===== src/rtl/inert_spi_resp.sv =====
// SPI responder standing in for the segway's inertial sensor: register access, pitch samples, data-ready INT.
// Optional build macro INERT_OVERRUN_EN adds a sticky overrun flag in STATUS bit7.
module inert_spi_resp #(
    parameter int         SAMPLE_PERIOD = 2048,
    parameter logic [7:0] WHO_AM_I_VAL  = 8'h6A
) (
    input  logic               clk,
    input  logic               rst,
    input  logic               SS_n,
    input  logic               SCLK,
    input  logic               MOSI,
    output logic               MISO,
    output logic               INT,
    input  logic signed [15:0] ptch_smpl,
    output logic               frm_done
);

    localparam int TW = $clog2(SAMPLE_PERIOD + 1);
    localparam logic [TW-1:0] TMR_LAST = TW'(SAMPLE_PERIOD - 1);

    localparam logic [6:0] A_INT1_CTRL = 7'h0D;
    localparam logic [6:0] A_WHO_AM_I  = 7'h0F;
    localparam logic [6:0] A_CTRL2_G   = 7'h11;
    localparam logic [6:0] A_STATUS    = 7'h1E;
    localparam logic [6:0] A_SMPL_L    = 7'h22;
    localparam logic [6:0] A_SMPL_H    = 7'h23;

    typedef enum logic [1:0] {S_IDLE, S_CMD, S_DATA, S_DONE} state_t;

    logic [2:0]         r_ss_sync, r_sclk_sync, r_mosi_sync;
    state_t             r_state;
    logic [4:0]         r_cnt;
    logic [15:0]        r_shft;
    logic               r_rw;
    logic [6:0]         r_addr;
    logic               r_frm_done, r_miso, r_int, r_pend;
    logic [7:0]         r_int1, r_ctrl2;
    logic [TW-1:0]      r_tmr;
    logic signed [15:0] r_smpl;

    logic w_ss_fall, w_ss_rise, w_ss_low, w_sclk_rise, w_sclk_fall, w_mosi;
    logic w_tick, w_hold, w_evt, w_int_clr, w_ovr;
    logic [7:0] w_rd_val;

    // Bit [0] is stage 1; edges compare stage 2 against stage 3.
    always_ff @(posedge clk) begin
        if (rst) begin
            r_ss_sync   <= 3'b111;
            r_sclk_sync <= 3'b111;
            r_mosi_sync <= 3'b000;
        end else begin
            r_ss_sync   <= {r_ss_sync[1:0], SS_n};
            r_sclk_sync <= {r_sclk_sync[1:0], SCLK};
            r_mosi_sync <= {r_mosi_sync[1:0], MOSI};
        end
    end

    assign w_ss_fall   = ~r_ss_sync[1] &  r_ss_sync[2];
    assign w_ss_rise   =  r_ss_sync[1] & ~r_ss_sync[2];
    assign w_ss_low    = ~r_ss_sync[1];
    assign w_sclk_rise =  r_sclk_sync[1] & ~r_sclk_sync[2];
    assign w_sclk_fall = ~r_sclk_sync[1] &  r_sclk_sync[2];
    assign w_mosi      =  r_mosi_sync[2];

    // After 8 shifts the command byte sits in r_shft[7:0].
    always_comb begin
        w_rd_val = 8'h00;
        case (r_shft[6:0])
            A_INT1_CTRL: w_rd_val = r_int1;
            A_WHO_AM_I:  w_rd_val = WHO_AM_I_VAL;
            A_CTRL2_G:   w_rd_val = r_ctrl2;
            A_STATUS:    w_rd_val = {w_ovr, 5'b00000, r_int, 1'b0};
            A_SMPL_L:    w_rd_val = r_smpl[7:0];
            A_SMPL_H:    w_rd_val = r_smpl[15:8];
            default:     w_rd_val = 8'h00;
        endcase
    end

    always_ff @(posedge clk) begin
        if (rst) begin
            r_state    <= S_IDLE;
            r_cnt      <= 5'd0;
            r_rw       <= 1'b0;
            r_addr     <= 7'h00;
            r_frm_done <= 1'b0;
            r_miso     <= 1'b0;
            r_int1     <= 8'h00;
            r_ctrl2    <= 8'h00;
        end else begin
            r_frm_done <= 1'b0;
            if (!w_ss_low)
                r_miso <= 1'b0;
            else if (w_sclk_fall)
                r_miso <= r_shft[15];
            case (r_state)
                S_IDLE: begin
                    if (w_ss_fall) begin
                        r_cnt   <= 5'd0;
                        r_shft  <= 16'h0000;
                        r_state <= S_CMD;
                    end
                end
                S_CMD: begin
                    if (w_ss_rise) begin
                        r_state <= S_IDLE;
                    end else if (r_cnt == 5'd8) begin
                        r_shft[15:8] <= w_rd_val;
                        r_rw         <= r_shft[7];
                        r_addr       <= r_shft[6:0];
                        r_state      <= S_DATA;
                    end else if (w_sclk_rise) begin
                        r_shft <= {r_shft[14:0], w_mosi};
                        r_cnt  <= r_cnt + 5'd1;
                    end
                end
                S_DATA: begin
                    // Frames shorter than 16 bits are dropped without side effects.
                    if (w_ss_rise) begin
                        if (r_cnt == 5'd16) begin
                            r_state    <= S_DONE;
                            r_frm_done <= 1'b1;
                        end else begin
                            r_state <= S_IDLE;
                        end
                    end else if (w_sclk_rise && r_cnt != 5'd16) begin
                        r_shft <= {r_shft[14:0], w_mosi};
                        r_cnt  <= r_cnt + 5'd1;
                    end
                end
                S_DONE: begin
                    if (!r_rw) begin
                        if (r_addr == A_INT1_CTRL) r_int1  <= r_shft[7:0];
                        if (r_addr == A_CTRL2_G)   r_ctrl2 <= r_shft[7:0];
                    end
                    r_state <= S_IDLE;
                end
                default: r_state <= S_IDLE;
            endcase
        end
    end

    // A sample landing during a sample-register read is parked until the frame is over.
    assign w_hold    = (r_state == S_DATA || r_state == S_DONE) &&
                       (r_addr == A_SMPL_L || r_addr == A_SMPL_H);
    assign w_tick    = r_int1[1] && (r_tmr == TMR_LAST);
    assign w_evt     = (w_tick || r_pend) && !w_hold;
    assign w_int_clr = (r_state == S_DONE) && r_rw && (r_addr == A_SMPL_H);

    always_ff @(posedge clk) begin
        if (rst) begin
            r_tmr  <= '0;
            r_pend <= 1'b0;
            r_int  <= 1'b0;
            r_smpl <= 16'sh0000;
        end else begin
            if (!r_int1[1] || w_tick)
                r_tmr <= '0;
            else
                r_tmr <= r_tmr + TW'(1);
            if (w_evt)
                r_pend <= 1'b0;
            else if (w_tick)
                r_pend <= 1'b1;
            if (w_evt)
                r_smpl <= ptch_smpl;
            if (w_evt)
                r_int <= 1'b1;
            else if (w_int_clr)
                r_int <= 1'b0;
        end
    end

`ifdef INERT_OVERRUN_EN
    logic r_ovr;

    always_ff @(posedge clk) begin
        if (rst)
            r_ovr <= 1'b0;
        else if (w_evt && r_int)
            r_ovr <= 1'b1;
        else if (r_state == S_DONE && r_rw && r_addr == A_STATUS)
            r_ovr <= 1'b0;
    end

    assign w_ovr = r_ovr;
`else
    assign w_ovr = 1'b0;
`endif

    assign MISO     = r_miso;
    assign INT      = r_int;
    assign frm_done = r_frm_done;

endmodule


===== config.mk =====
export PLATFORM = sky130hd
export DESIGN_NAME = inert_spi_resp
export DESIGN_NICKNAME = d
export VERILOG_FILES = /design/src/rtl/inert_spi_resp.sv
export SDC_FILE = /design/constraint.sdc
export NUM_CORES = 1
export LEC_CHECK = 0
export ABC_AREA = 1
export CORE_UTILIZATION = 64
export CTS_CLUSTER_SIZE = 40
export DETAILED_ROUTE_END_ITERATION = 8
export HOLD_SLACK_MARGIN = 0.08
export PLACE_DENSITY_LB_ADDON = 0.25
export SETUP_SLACK_MARGIN = 0.3
export SYNTH_ARGS = -nofsm -noshare
export SYNTH_HDL_FRONTEND = slang
export SYNTH_SLANG_ARGS = --single-unit

===== constraint.sdc =====
create_clock -name clk -period 4.5 [get_ports clk]
set_input_delay 1.35 -clock clk [delete_from_list [all_inputs] [get_ports clk]]
set_output_delay 1.35 -clock clk [all_outputs]
set_load 0.1 [all_outputs]

; ---- Word-level counts from Yosys, hierarchy flattened
; Index checks and enable logic that the tools add are counted.
[classes]
addsub = 2
n_eq_ne = 26
n_mux = 25
bitwise_logic = 12
reduce_logical = 26
[ops]
columns = cell, count
row1 = $mux 16, 5
row2 = $pmux 16 s3, 1
row3 = $pmux 8 s6, 1
row4 = $mux 5, 6
row5 = $eq 7x6->1 const B, 4
row6 = $eq 7x4->1 const B, 3
row7 = $eq 7x5->1 const B, 3
row8 = $mux 8, 2
row9 = $pmux 5 s3, 1
row10 = $ne 2x2->1 const B, 7
row11 = $reduce_and 7->1, 2
row12 = $add 12x1->12 const B, 1
row13 = $eq 12x11->1 const B, 1
row14 = $reduce_and 3->1, 4
row15 = $mux 2, 5
row16 = $not 1->1, 8
row17 = $pmux 2 s4, 1
row18 = $reduce_and 8->1, 1
row19 = $logic_and 1x1->1, 6
row20 = $ne 3x3->1 const B, 2
row21 = $reduce_or 2->1, 3
row22 = $add 5x1->5 const B, 1
row23 = $eq 5x4->1 const B, 1
row24 = $eq 5x5->1 const B, 1
row25 = 11 further kinds, 21
[word_totals]
reg_bits = 88
in_bits = 21

; ---- Depth between registers and ports, before layout
[depth]
ltp_word = 6
ltp_mapped = 11

; ---- Least setup slack after synthesis
; No wires, ideal clock.
[synth_path]
path_type = in2reg
start = in rst
end = reg r_shft[10], enable pin
setup_ns = 0.383
t_arrival_ns = 2.237
required_time_ns = 4.117
path_slack_ns = 1.880
cell_stages = 4
path_cell_list = inv_1 > buf_2 > nand2_1 > nor3_1
[synth_between]
elab_chain_len = 2
[synth_lines]
columns = element, line
row1 = start: declaration, 8  ; input logic rst,
row2 = $not 1->1 (no line), n/a
row3 = $reduce_and 7->1 (no line), n/a
row4 = end signal: assignment, 107  ; r_shft[15:8] <= w_rd_val;
row5 = end signal: assignment, 112  ; r_shft <= {r_shft[14:0], w_mosi};
row6 = end signal: assignment, 126  ; r_shft <= {r_shft[14:0], w_mosi};
row7 = end: declaration, 33  ; logic [15:0] r_shft;
; No other way between the ends.
; A chain may end at the register's enable or synchronous reset.

; ---- Worst setup path in the final report
[layout_path]
start = reg r_int, in the netlist INT
end = out INT
[layout_rtl]
columns = element, line
row1 = start: declaration, 36  ; logic r_frm_done, r_miso, r_int, r_pend;
row2 = start signal: assignment, 153  ; r_int <= 1'b0;
row3 = start signal: assignment, 167  ; r_int <= 1'b1;
row4 = start signal: assignment, 169  ; r_int <= 1'b0;
row5 = end: declaration, 13  ; output logic INT,
; No word-level cell between the ends.

==> insert_results.sql <==
INSERT INTO impl_metrics (metric_group, metric, value, unit) VALUES
('worst_setup_path', 'path_delay_family', 'buffers and inverters', ''),
('worst_setup_path', 'timing.critical_path.to', 'INT', ''),
('sta', 'relSlewSlack', '0.3530', ''),
('sta', 'hold_violations', '0', ''),
('floorplan', 'coreArea', '6350', 'µm²'),
('sta', 'min_period_over_period', '0.7459', ''),
('routing', 'detail_route.iter0.violations', '349', ''),
('clock_network', 'cts.repair_timing.setup_buffer_count', '0', ''),
('power', 'max-vdd-ir-drop', '281.0', 'µV'),
('worst_setup_path', 'path_buf_inv', '1', ''),
('clock_network', 'clock_tree_from_tritoncts', 'yes', ''),
('power', 'power.total', '1760', 'µW'),
('global_route', 'grt_antenna_before_repair', '0', ''),
('synthesis', 'synth_largest_area_cell', 'dfxtp_1', ''),
('placement', 'dp.final_hpwl', '6528', 'µm'),
('clock_network', 'clkTransAtPathRegs', '0.09', 'ns'),
('worst_setup_path', 'critical_path_required', '3.15', 'ns'),
('placement', 'placedInstanceArea', '4457', 'µm²'),
('worst_setup_path', 'data_arrival_time_of_the_critical_path', '2.01', 'ns'),
('global_route', 'grt_use_total', '0.2939', ''),
('floorplan', 'initial_utilization', '0.6634', ''),
('floorplan', 'fp.dieW', '83.13', 'µm'),
('layout', 'final_common_cell', 'nand2_1', ''),
('clock_network', 'tritoncts.num_buffers', '9', ''),
('worst_setup_path', 'r2r_end', 'r_shft[2]$_DFFE_PP_', ''),
('clock_network', 'cts_buffer_depth', '2', ''),
('worst_setup_path', 'timing.critical_path.from_type', 'flip-flop', ''),
('synthesis', 'synth.yosys.seq_area_share', '0.4562', ''),
('synthesis', 'avgSynthCellArea', '7.845', 'µm²'),
('layout', 'layout.cells.most_common_list', 'nand2_1, nor2_1, dfxtp_1', ''),
('power', 'pwr_density_cell', '379.6', 'nW/µm²'),
('worst_setup_path', 'timing.reg2reg.setup_slack', '2.16', 'ns'),
('worst_setup_path', 'rr_startpoint', 'r_state[0]$_SDFFE_PP0P_', ''),
('worst_setup_path', 'critPathCaptureType', 'primary output', ''),
('layout', 'design_area', '4636', 'µm²'),
('worst_setup_path', 'worst_path_largest_cell_delay', '1.18', 'ns'),
('sta', 'worst-slew-pin-transition', '0.9674', 'ns'),
('routing', 'avgRoutedWirePerCell', '14.71', 'µm'),
('min_path', 'class_of_the_most_critical_hold_timing_path', 'flip-flop to flip-flop', ''),
('synthesis', 'yosysWarnings', '0', ''),
('synthesis', 'postSynth.topFlopCell', 'dfxtp_1', ''),
('sta', 'setup_violations', '0', ''),
('global_route', 'grt_max_degree', '35', ''),
('power', 'p_leak', '0.001800', 'µW'),
('clock_network', 'clock_sinks', '88', ''),
('sta', 'min_period', '3.357', 'ns'),
('layout', 'n_antenna_cell', '0', ''),
('synthesis', 'yosys-top-cells-area', 'dfxtp_1, edfxtp_1, nand2_1', ''),
('status', 'outcome', 'completed', ''),
('worst_setup_path', 'critical_path_cell_count', '1', ''),
('worst_setup_path', 'cpMaxStageDelayCell', 'clkdlybuf4s50_1', ''),
('clock_network', 'clkLatencyLatePin', '0.37', 'ns'),
('layout', 'fin_util', '0.7300', ''),
('clock_network', 'clk_root_buffer_cell', 'clkbuf_8', ''),
('sta', 'final-max-slew-violation-count', '0', ''),
('worst_setup_path', 'path_cells', 'clkdlybuf4s50_1', ''),
('placement', 'port_buffers', '23', ''),
('synthesis', 'synthesis.instances', '537', ''),
('clock_network', 'h-tree-depth', '3', ''),
('layout', 'layout.nets', '588', ''),
('routing', 'drc', '0', ''),
('worst_setup_path', 'worstSetupPathType', 'flip-flop to primary output', ''),
('routing', 'finalWirelength', '9426', 'µm'),
('layout', 'layout-drive-gt1-share', '0.1028', ''),
('placement', 'routabilityCongestion', '0.8884', ''),
('synthesis', 'syn_area', '4213', 'µm²'),
('global_route', 'grt_first_pass_wirelength', '16040', 'µm'),
('synthesis', 'syn_nets', '566', ''),
('global_route', 'first_global_vias', '3504', ''),
('job', 'cap_viol_max_count', '0', ''),
('sta', 'setup-tns-final', '0', 'ns');
## cells in the mapped netlist, types with 8 or more instances
cell type,count
ha_1,8
nor2_1,78
nand3b_1,16
a21oi_1,58
nand2_1,101
edfxtp_1,16
dfxtp_1,72
nand3_1,30
inv_1,45
o21ai_0,26
## routing by layer
metal | GRT usage | share of wire | wire, µm
met2 | 0.4635 | 0.47 | 4389
met4 | 0.1865 | 0.040 | 378
met5 | 0 | 0 | 0
met3 | 0.05368 | 0.067 | 630
met1 | 0.3727 | 0.43 | 4027
## worst min-delay path by stage
stage                     slack, ns                   endpoint                      start
final                          0.42  r_mosi_sync[2]$_SDFF_PP0_  r_mosi_sync[1]$_SDFF_PP0_
after CTS                      0.42  r_mosi_sync[2]$_SDFF_PP0_  r_mosi_sync[1]$_SDFF_PP0_
after detailed placement       0.40    r_ss_sync[1]$_SDFF_PP1_    r_ss_sync[0]$_SDFF_PP1_
after global placement         0.39    r_ss_sync[1]$_SDFF_PP1_    r_ss_sync[0]$_SDFF_PP1_
after floorplan                0.39  r_mosi_sync[1]$_SDFF_PP0_  r_mosi_sync[0]$_SDFF_PP0_
after global routing           0.43    r_ss_sync[1]$_SDFF_PP1_    r_ss_sync[0]$_SDFF_PP1_
## power by group
| part | switching, µW | total [µW] | internal (µW) |
|---|---|---|---|
| registers | 32.8 | 892 | 859 |
| logic | 259 | 366 | 107 |
| clock network | 298 | 502 | 204 |
| total | 590 | 1760 | 1170 |
## final cells by class
type	count	area, µm²
Tap cell	77	96.34
Multi-Input combinational cell	381	1983
Inverter	52	195.2
Fill cell	493	1714
Clock inverter	7	55.05
Sequential cell	88	1922
Timing Repair Buffer	27	260.3
Clock buffer	9	123.9
## sequential cells by signal, summed over array words and instances, names as in the netlist, 2 cells and up
| name | count |
|---|---|
| r_sclk_sync | 3 |
| r_shft | 16 |
| r_smpl | 16 |
| r_state | 2 |
| r_ss_sync | 3 |
| r_ctrl2 | 8 |
| r_tmr | 12 |
| r_cnt | 5 |
| r_int1 | 8 |
| r_mosi_sync | 3 |
| r_addr | 7 |
## logic make-up after synthesis
kind of cell	synth area share
simple gates	0.3107
compound gates	0.1209
flops	0.4562
buf+inv	0.07395
fa+ha+maj	0.02376
xor+xnor	0.01455
## through the flow
step	hold slack (ns)	setup WS [ns]	std cells
2_1_floorplan	0.3883	1.880	537
3_3_place_gp	0.3928	1.239	625
3_5_place_dp	0.3963	1.214	625
4_1_cts	0.4152	1.122	641
5_1_grt	0.4347	1.123	641
6_report	0.4171	1.143	641
Power figures use the tool's default switching activity.
